[src/rtl/pc_sequencer.sv]
// Program-counter unit: divided step tick, stall, relative branch, absolute jump,
// jump-register and call/return through a circular return-address stack.
module pc_sequencer #(
    parameter int unsigned       ADDR_W    = 32,
    parameter logic [ADDR_W-1:0] RESET_VEC = '0,
    parameter int unsigned       RAS_DEPTH = 4,
    parameter int unsigned       TICK_DIV  = 1
) (
    input  logic                         clk,
    input  logic                         reset,
    input  logic                         stall,
    input  logic                         branch,
    input  logic                         zero,
    input  logic                         jump,
    input  logic                         call,
    input  logic                         ret,
    input  logic                         jump_reg,
    input  logic [15:0]                  imm16,
    input  logic [25:0]                  target26,
    input  logic [ADDR_W-1:0]            reg_target,
    output logic [ADDR_W-1:0]            pc,
    output logic                         step,
    output logic [$clog2(RAS_DEPTH):0]   ras_count,
    output logic                         ras_overflow,
    output logic                         ras_underflow
);

    localparam int unsigned PTR_W = $clog2(RAS_DEPTH);
    localparam int unsigned CNT_W = PTR_W + 1;
    localparam int unsigned DIV_W = (TICK_DIV > 1) ? $clog2(TICK_DIV) : 1;

    logic [DIV_W-1:0]  div_q, div_d;
    logic [ADDR_W-1:0] pc_q, pc_d;
    logic              step_q, step_d;
    logic [CNT_W-1:0]  cnt_q, cnt_d;
    logic [PTR_W-1:0]  sp_q, sp_d, top_idx;
    logic              ovf_q, ovf_d, unf_q, unf_d;
    logic [ADDR_W-1:0] ras_q [RAS_DEPTH];
    logic [ADDR_W-1:0] seq, jtgt, br_tgt;
    logic              tick, push;

    assign tick    = (div_q == DIV_W'(TICK_DIV - 1));
    assign seq     = pc_q + ADDR_W'(1);
    assign br_tgt  = seq + ADDR_W'($signed(imm16));
    assign top_idx = sp_q - PTR_W'(1);

    // Jump target keeps the upper bits of seq only when the PC is wider than the field.
    generate
        if (ADDR_W > 26) begin : g_wide_jtgt
            assign jtgt = {seq[ADDR_W-1:26], target26};
        end else begin : g_narrow_jtgt
            assign jtgt = ADDR_W'(target26);
        end
    endgenerate

    // Next-state: divider always runs; control inputs act only on a non-stalled tick.
    always_comb begin
        div_d  = tick ? '0 : div_q + DIV_W'(1);
        pc_d   = pc_q;
        step_d = 1'b0;
        cnt_d  = cnt_q;
        sp_d   = sp_q;
        ovf_d  = ovf_q;
        unf_d  = unf_q;
        push   = 1'b0;
        if (tick && !stall) begin
            step_d = 1'b1;
            pc_d   = seq;
            if (ret) begin
                if (cnt_q != '0) begin
                    pc_d  = ras_q[top_idx];
                    sp_d  = top_idx;
                    cnt_d = cnt_q - CNT_W'(1);
                end else begin
                    unf_d = 1'b1;
                end
            end else if (jump_reg) begin
                pc_d = reg_target;
            end else if (call) begin
                push = 1'b1;
                pc_d = jtgt;
                sp_d = sp_q + PTR_W'(1);
                // A full stack wraps the pointer and overwrites its oldest entry.
                if (cnt_q == CNT_W'(RAS_DEPTH)) begin
                    ovf_d = 1'b1;
                end else begin
                    cnt_d = cnt_q + CNT_W'(1);
                end
            end else if (jump) begin
                pc_d = jtgt;
            end else if (branch && zero) begin
                pc_d = br_tgt;
            end
        end
    end

    always_ff @(posedge clk) begin
        if (reset) begin
            div_q  <= '0;
            pc_q   <= RESET_VEC;
            step_q <= 1'b0;
            cnt_q  <= '0;
            sp_q   <= '0;
            ovf_q  <= 1'b0;
            unf_q  <= 1'b0;
        end else begin
            div_q  <= div_d;
            pc_q   <= pc_d;
            step_q <= step_d;
            cnt_q  <= cnt_d;
            sp_q   <= sp_d;
            ovf_q  <= ovf_d;
            unf_q  <= unf_d;
        end
    end

    // Stack storage needs no reset; entries are only read while counted valid.
    always_ff @(posedge clk) begin
        if (push) begin
            ras_q[sp_q] <= seq;
        end
    end

    assign pc            = pc_q;
    assign step          = step_q;
    assign ras_count     = cnt_q;
    assign ras_overflow  = ovf_q;
    assign ras_underflow = unf_q;

endmodule

[config.mk]
export PLATFORM = sky130hd
export DESIGN_NAME = pc_sequencer
export DESIGN_NICKNAME = d
export VERILOG_FILES = /design/src/rtl/pc_sequencer.sv
export SDC_FILE = /design/constraint.sdc
export NUM_CORES = 1
export LEC_CHECK = 0
export BUFFER_PORTS_ARGS = -buffer_cell sky130_fd_sc_hd__buf_4
export CAP_MARGIN = 20
export CORE_MARGIN = 10
export CORE_UTILIZATION = 55
export CTS_CLUSTER_DIAMETER = 100
export DETAILED_ROUTE_END_ITERATION = 10
export PLACE_DENSITY = 0.76
export SYNTH_ARGS = -nofsm -noshare
export SYNTH_HDL_FRONTEND = slang
export SYNTH_SLANG_ARGS = --single-unit
[constraint.sdc]
create_clock -name clk -period 4.48 [get_ports clk]
set_input_delay 0.224 -clock clk [delete_from_list [all_inputs] [get_ports clk]]
set_output_delay 0.224 -clock clk [all_outputs]
set_load 0.03 [all_outputs]
# Yosys cells after proc, flatten, opt, wreduce, memory -nomap -nowiden
# Memories as Yosys holds them, arrays and structs flattened.
# Cells that the tools add are included.
# op_classes
reduce_logical,10
n_bitwise,4
n_eq_ne,4
mux,22
add_sub_neg,7
# op_table
op,count
$mux 32,6
$add 32x1->32 const B,1
$add 32x32->32,1
$mux 3,5
$reduce_and 5->1,2
$mux 2,4
$mux 1,7
$ne 2x2->1 const B,2
$not 1->1,4
$reduce_and 4->1,1
$add 3x1->3 const B,1
$eq 3x3->1 const B,1
$reduce_and 3->1,1
$reduce_bool 3->1,1
$sub 3x1->3 const B,1
$add 2x1->2 const B,1
$logic_and 1x1->1,2
$ne 2x1->1 const B,1
$reduce_bool 2->1,1
$reduce_or 2->1,1
$sub 2x1->2 const B,1
$add 1x1->1 const B,1
$logic_not 1->1,1
# word_totals
word_cells,55
ramBits,128
in_bits,83
n_memories,1
reg_bits,41
# mem_list
memory,words,word_bits,rd,rd_ports_with_merged_regs,write_ports,line_no,source
ras_q,4,32,1,0,1,38,logic [ADDR_W-1:0] ras_q [RAS_DEPTH];

# Logic depth before layout (Yosys ltp)
# Gate-level depths: netlist of the first run.
# logic_depth
ltp_word,7
mapped_depth,17
depth_no_buf,15

# Least setup slack after synthesis of the first run
# Ideal clock, no wire load.
# synth_path
path_type,register to register
from,reg pc_q[1] (netlist: pc[1])
to,reg pc_q[29] (netlist: pc[29])
required_ns,4.379
arrival_time_ns,3.939
n_path_buf,2
path_slack_ns,0.440
path_stages_with_launch,17
cell_sequence,dfxtp_1 ha_1 nand3_1 or4_4 buf_6 nor2_2 and4_1 xor2_2 ha_1 clkbuf_1 and2_1 a22o_1 o41ai_1 o21ai_0 o221ai_1 xor2_1 o41ai_1
# synth_via
elab_chain_len,7
# synth_lines
item,line_no,source
start: declaration,33,"logic [ADDR_W-1:0] pc_q, pc_d;"
start signal: assignment,108,pc_q <= pc_d;
$add 32x1->32,43,assign seq = pc_q + ADDR_W'(1);
named net seq[20],39,"logic [ADDR_W-1:0] seq, jtgt, br_tgt;"
$add 32x32->32,44,assign br_tgt = seq + ADDR_W'($signed(imm16));
$mux 32,91,end else if (branch && zero) begin
$mux 32,89,end else if (jump) begin
$mux 32,79,end else if (call) begin
$mux 32,77,end else if (jump_reg) begin
$mux 32,69,if (ret) begin
# The timed path passes the listed nets, and every way through them passes these cells.
# A chain may end at the register's enable or synchronous reset.

# Worst setup path in the final report of the first run
# layout_path
from,reg pc_q[1] (netlist: pc[1])
to,reg pc_q[31] (netlist: pc[31])
# Same word-level chain as after synthesis.

==> flow_summary.yaml, run 1 <==
run_status:
  status: "finished, final reports clean"
cells_and_area:
  antenna_cells: 0
  layout_commonest_cell: "buf_4"
  fin_nets: 1152
  final_core_util_pct: 67.2
  synthToLayoutAreaGrowth_pct: 18.8
  final_area_sq_mm: 0.0117
  final_cell_mix: "152 x buf_4, 128 x edfxtp_1, 88 x nor2_1"
  drive_gt1_share_pct: 23.0
  fin_cells: 1262
worst_setup_path:
  cp.required_ns: 4.84
  startpoint_type: "flip-flop"
  critPathMaxFanout: 8
  cp.arrival_ns: 4.49
  path_class: "flip-flop to flip-flop"
  cp-end-kind: "flip-flop"
place:
  hpwl_mm: 21.5
  dp.cells: 1230
  gp_congestion: 0.965
  dpl_cell_area_sq_mm: 0.0111
  placement.io_buffers: 120
routing:
  drtPass1Iterations: 6
  drtIter0Drc: 1083
  route.detailed.wl_per_inst_microns: 24.3
  final_antenna_net_count: 0
  routed_wl_mm: 30.6
  vias_per_cell: 6.48
  vias: 8175
  drc_errors: 0
die:
  die_x_microns: 154
  die_h_microns: 154
  core-area_sq_mm: 0.0174
  initial_core_util_pct: 56.6
  ioPinCount: 121
  num_rows: 48
  die_area_sq_mm: 0.0237
sta:
  relSlewSlack_pct: 34.0
  fmax_mhz: 242
  finalHoldViolCount: 0
  drv_slew: 0
  rsz0062_at_grt: "no"
  period_needed_ns: 4.14
  worst_pin_slew_ns: 0.986
  final.setup.tns_ns: 0
  setup_viol: 0
  finalCritPeriodShare_pct: 92.3
  skew_ns: 0.00909
global_routing:
  grt_overflow: 0
  grt_usage_pct: 25.3
  grt_use_met1_pct: 34.2
  grt.busiest_layer: "met2"
  grt_pass1_wl_mm: 46.6
  grt_pass1_vias: 7960
  grt_antenna_before_repair: 0
  grt_use_met3_pct: 5.19
  grt_max_degree: 47
  met2_usage_pct: 39.8
yosys:
  async_reset_ff_share_pct: 0
  syn-cell-area_sq_mm: 0.00986
  synth-compound-area-share_pct: 17.4
  synth.area.mux_share_pct: 7.84
  synth_top_family_by_area: "compound AO/OA/AOI/OAI gates"
  synth-edff-count: 128
  synth.distinct_cells: 77
  ys_seq_elements: 169
  synth-xor-area-share_pct: 4.85
  synthAdderAreaFrac_pct: 5.86
  ys.flop_type: "edfxtp_1"
  yosysSeqAreaShare_pct: 47.3
  synthSimpleGateAreaFrac_pct: 13.9
  ys.warnings.count: 0
  syn_inst: 899
  syn_nets: 1027
  avgSynthCellArea_sq_um: 11.0
pwr:
  power.density_mw_per_mm2: 341
  p_seq_share_pct: 44.1
  finalPower_uw: 3990
  power_switching_uw: 1220
  ir_worst_vdd_mv: 0.279
  p_comb_share_pct: 19.5
  power.leakage_uw: 0.00460
  power_frac_clock_pct: 36.4
  p_int_uw: 2770
  swShare_pct: 30.6
worst_hold_path:
  hold_class: "input port to flip-flop"
clock_tree:
  htreeDepth: 4
  path_clk_slew_ns: 0.07
  cts_tree: "built"
  postCtsHoldBufs: 0
  numCtsBuffers: 17
  clockBufferDepth: 2
  worstSkewPairLatency_ns: 0.44
  cts_root_buf: "clkbuf_16"
  clkSinkCount: 169
run:
  drv_cap: 0
-- routing by layer --
| layer | share of wire [%] | up-vias |
|---|---|---|
| met5 | 0 | - |
| met4 | 2.7 | 0 |
| met3 | 9.2 | 65 |
| met2 | 47 | 440 |
| met1 | 41 | 3945 |
| li1 | - | 3725 |
-- layout make-up --
class | count | area [sq um]
tap | 225 | 282
clock buffer | 17 | 425
multi-input combinational | 659 | 4930
timing repair buffer | 153 | 1160
fill | 1382 | 5710
clock inverter | 15 | 155
sequential | 169 | 4670
inverter | 24 | 90.1
-- critical path: stages, from the launching register on --
cell     delay (ns)
dfxtp_1        0.41
ha_1           0.22
nand3_1        0.19
or4_4          0.54
nor4_4         0.49
xor2_1         0.46
ha_1           0.40
a21o_1         0.22
or3_1          0.31
a31oi_1        0.21
o31ai_1        0.11
a21oi_1        0.24
a21oi_1        0.07
nor3_1         0.20
-- registers in the layout, summed over array words and instances (netlist names) --
register       count
ras_underflow      1
div_q              1
step               1
pc                32
ras_overflow       1
sp_q               2
ras_q            128
ras_count          3
-- what timing repair did --
action / CTS / global route
resized for setup: 0 / 1
setup buffers: 0 / 0
endpoints found under the hold margin: 0 / 0
setup endpoints to repair: 0 / 1
-- cell usage after synthesis, drive strengths merged (5+ instances only) --
cell type | count | share of area, %
a211oi | 17 | 1.3
ha | 43 | 5.5
and2 | 7 | 0.44
xor2 | 21 | 1.9
nand3 | 19 | 1.1
nor2 | 93 | 3.6
nor4 | 8 | 0.81
buf | 6 | 0.36
a221oi | 25 | 2.2
xnor2 | 31 | 2.9
and3 | 22 | 1.4
inv | 24 | 0.91
o21bai | 9 | 0.69
or3 | 8 | 0.51
nand4 | 14 | 0.95
edfxtp | 128 | 39
a21o | 22 | 1.7
nand2 | 62 | 2.4
o211ai | 10 | 0.76
a221o | 10 | 1.0
nor3 | 21 | 1.1
o31ai | 5 | 0.38
mux4 | 32 | 7.3
o21ai | 36 | 1.9
clkbuf | 41 | 1.6
dfxtp | 41 | 8.3
a31oi | 5 | 0.32
a21oi | 65 | 3.3
nand2b | 5 | 0.32
nor2b | 5 | 0.32
a311oi | 10 | 0.89
-- power by group through the flow --
stage          Clock, uW  Sequential [uW]  Combinational [uW]
6_report            1450             1760                 778
5_1_grt             1520             1760                 837
4_1_cts             1460             1760                 763
3_5_place_dp           0             1790                 758
3_3_place_gp           0             1790                 751
2_1_floorplan          0             1820                 445
-- per-stage QoR --
stage | hold slack, ns | worst slack (ns)
global route | 0.148 | 0.0393
global placement | 0.452 | 0.366
CTS | 0.0773 | 0.214
finish | 0.0756 | 0.343
detailed placement | 0.476 | 0.238
floorplan | 0.400 | 0.440
-- cell families (layout without fill, tap and decap cells) --
logic type | count (synthesis) | in the layout
adders and majority gates | 45 | 45
DFF | 169 | 169
muxes | 37 | 37
AOI/OAI and AO/OA | 248 | 248
other | 1 | 1
and+or+nand+nor | 276 | 276
xor gates and xnor gates | 52 | 52
buffers and inverters | 71 | 209
-- worst paths after layout --
path | slack, ns | to | startpoint | cells after the start
min reg2reg | 0.49 | ras_underflow | ras_underflow | 2
max reg2reg | 0.34 | pc[31] | pc[1] | 13
min | 0.08 | pc[17] | target26[17] | 3
max | 0.34 | pc[31] | pc[1] | 13
No activity file was read; power rests on OpenSTA's default activity.
==> inputs of run 2 (changes only) <==
--- a/config.mk
+++ b/config.mk
@@ -7,11 +7,10 @@
 export LEC_CHECK = 0
 export BUFFER_PORTS_ARGS = -buffer_cell sky130_fd_sc_hd__buf_4
 export CAP_MARGIN = 20
-export CORE_MARGIN = 10
-export CORE_UTILIZATION = 55
-export CTS_CLUSTER_DIAMETER = 100
+export CORE_MARGIN = 2
+export CORE_UTILIZATION = 40
+export CTS_CLUSTER_DIAMETER = 80
 export DETAILED_ROUTE_END_ITERATION = 10
-export PLACE_DENSITY = 0.76
 export SYNTH_ARGS = -nofsm -noshare
 export SYNTH_HDL_FRONTEND = slang
 export SYNTH_SLANG_ARGS = --single-unit
==> run 2 against run 1 <==
Effect of this change: global-route usage down 0.47 points; clock-buffer cell count stayed put; register-to-register slack worse by 0.10 ns; critical path type unchanged; critical endpoint is now pc[29]; largest cell class unchanged.
==> flow_summary.yaml, run 2 (synthesis gave the netlist of run 1 again) <==
global_routing:
  grt_antenna_before_repair: 0
  grt_pass1_vias: 7862
  grt_overflow: 0
  grt_usage_pct: 24.8
  grt_max_degree: 47
  grt_pass1_wl_mm: 48.3
clock_tree:
  clkSinkCount: 169
  worstSkewPairLatency_ns: 0.44
  htreeDepth: 4
  numCtsBuffers: 17
  clockBufferDepth: 2
  path_clk_slew_ns: 0.07
  cts_root_buf: "clkbuf_16"
  post_cts_buffers: 0
  cts_tree: "built"
  ctsResizeCount: 0
  postCtsHoldBufs: 0
routing:
  final_antenna_net_count: 0
  drtIter0Drc: 682
  drc_errors: 0
  drtPass1Iterations: 5
  vias_per_cell: 5.91
  routed_wl_mm: 31.6
  route.detailed.wl_per_inst_microns: 23.2
  vias: 8042
die:
  die_area_sq_mm: 0.0259
  ioPinCount: 121
  die_x_microns: 161
  core-area_sq_mm: 0.0242
  initial_core_util_pct: 40.7
  die_h_microns: 161
  num_rows: 57
cells_and_area:
  ff_latch_area_sq_mm: 0.00467
  top_register: "ras_q"
  final_area_sq_mm: 0.0118
  antenna_cells: 0
  layout_commonest_cell: "buf_4"
  multi_input_area_sq_mm: 0.00493
  synthToLayoutAreaGrowth_pct: 19.9
  fillCellCount: 2224
  drive_gt1_share_pct: 23.2
  final_cell_mix: "152 x buf_4, 128 x edfxtp_1, 87 x nor2_1"
  fin_nets: 1151
  largest_reg_flops: 128
pwr:
  power.leakage_uw: 0.00457
  ir_worst_vdd_mv: 0.179
  power.density_mw_per_mm2: 340
sta:
  worst_pin_slew_ns: 1.17
  rsz0062_at_grt: "no"
  relSlewSlack_pct: 21.8
  period_needed_ns: 4.24
  finalHoldViolCount: 0
  skew_ns: 0.0147
  finalCritPeriodShare_pct: 94.6
  setup_viol: 0
  setup_ws_ns: 0.243
  fmax_mhz: 236
  final.setup.tns_ns: 0
  drv_slew: 0
place:
  dpl_cell_area_sq_mm: 0.0112
  dp_slack_ns: 0.518
  placement.io_buffers: 120
  gp_congestion: 0.931
  hpwl_mm: 21.9
worst_hold_path:
  whs_endpoint: "pc[17]"
  min_from: "target26[17]"
  holdPathStages: 3
  hold_class: "input port to flip-flop"
worst_setup_path:
  r2r_start: "pc[1]"
  critPathMaxFanout: 8
  rr_worst_depth: 13
  r2r_end: "pc[29]"
  startpoint_type: "flip-flop"
  r2r_slack_ns: 0.24
  cp.arrival_ns: 4.56
  cp.required_ns: 4.81
  cp-end-kind: "flip-flop"
  cp-startpoint: "pc[1]"
  path_class: "flip-flop to flip-flop"
run_status:
  status: "finished, final reports clean"
run:
  drv_cap: 0
-- run 2: changes by cell type in the layout (fill, tap and decap cells not counted), moves of 2 or more --
| cell | before | now |
|---|---|---|
| clkinv_2 | 2 | 0 |
| and2_2 | 0 | 4 |
| inv_8 | 7 | 3 |
| clkinvlp_4 | 1 | 6 |
| clkinv_4 | 2 | 0 |
| and2_1 | 6 | 2 |
-- run 2: stage by stage --
stage / total power [uW] / util (%) / hold slack (ns) / cells
2_1_floorplan: 2270 / - / 0.400 / 899
3_3_place_gp: 2560 / 46.3 / 0.462 / 1328
3_5_place_dp: 2560 / 46.3 / 0.464 / 1328
4_1_cts: 4030 / 48.7 / 0.0843 / 1360
5_1_grt: 4170 / 48.7 / 0.114 / 1360
6_report: 4020 / 48.7 / 0.0918 / 1360
-- run 2: where the power goes --
group	switching [uW]	internal (uW)	total, uW
sequential	43.2	1720	1760
combinational	470	307	778
clock	696	787	1480
total	1210	2810	4020
-- run 2: layer usage --
metal,track usage (%),part of all wire [%]
met5,0,0
met4,8.48,2.6
met3,3.44,6.5
met2,38.9,46
met1,35.7,45
-- run 2: layout make-up --
cell class | instances | area share (%)
repair buffers | 152 | 9.65
multi-input cells | 659 | 41.7
well taps | 324 | 3.43
inverters | 24 | 0.762
flip-flops and latches | 169 | 39.5
clock buffers | 17 | 3.60
clock inverters | 15 | 1.38
-- run 2: worst max path at each step --
stage,endpoint,cells past startpoint
6_report,pc[29],13
5_1_grt,pc[29],15
4_1_cts,pc[29],13
3_5_place_dp,pc[29],13
3_3_place_gp,pc[29],13
2_1_floorplan,pc[29],16
-- run 2: worst max-delay path, stage by stage (launching register included) --
cell and delay (ns):
dfxtp_1 0.42, ha_1 0.22, nand3_1 0.20, or4_4 0.54
nor4_4 0.43, xor2_1 0.45, ha_1 0.41, a21o_1 0.22
o41ai_1 0.39, buf_4 0.20, o21ai_0 0.07, o221ai_1 0.21
xor2_1 0.13, o41ai_1 0.24
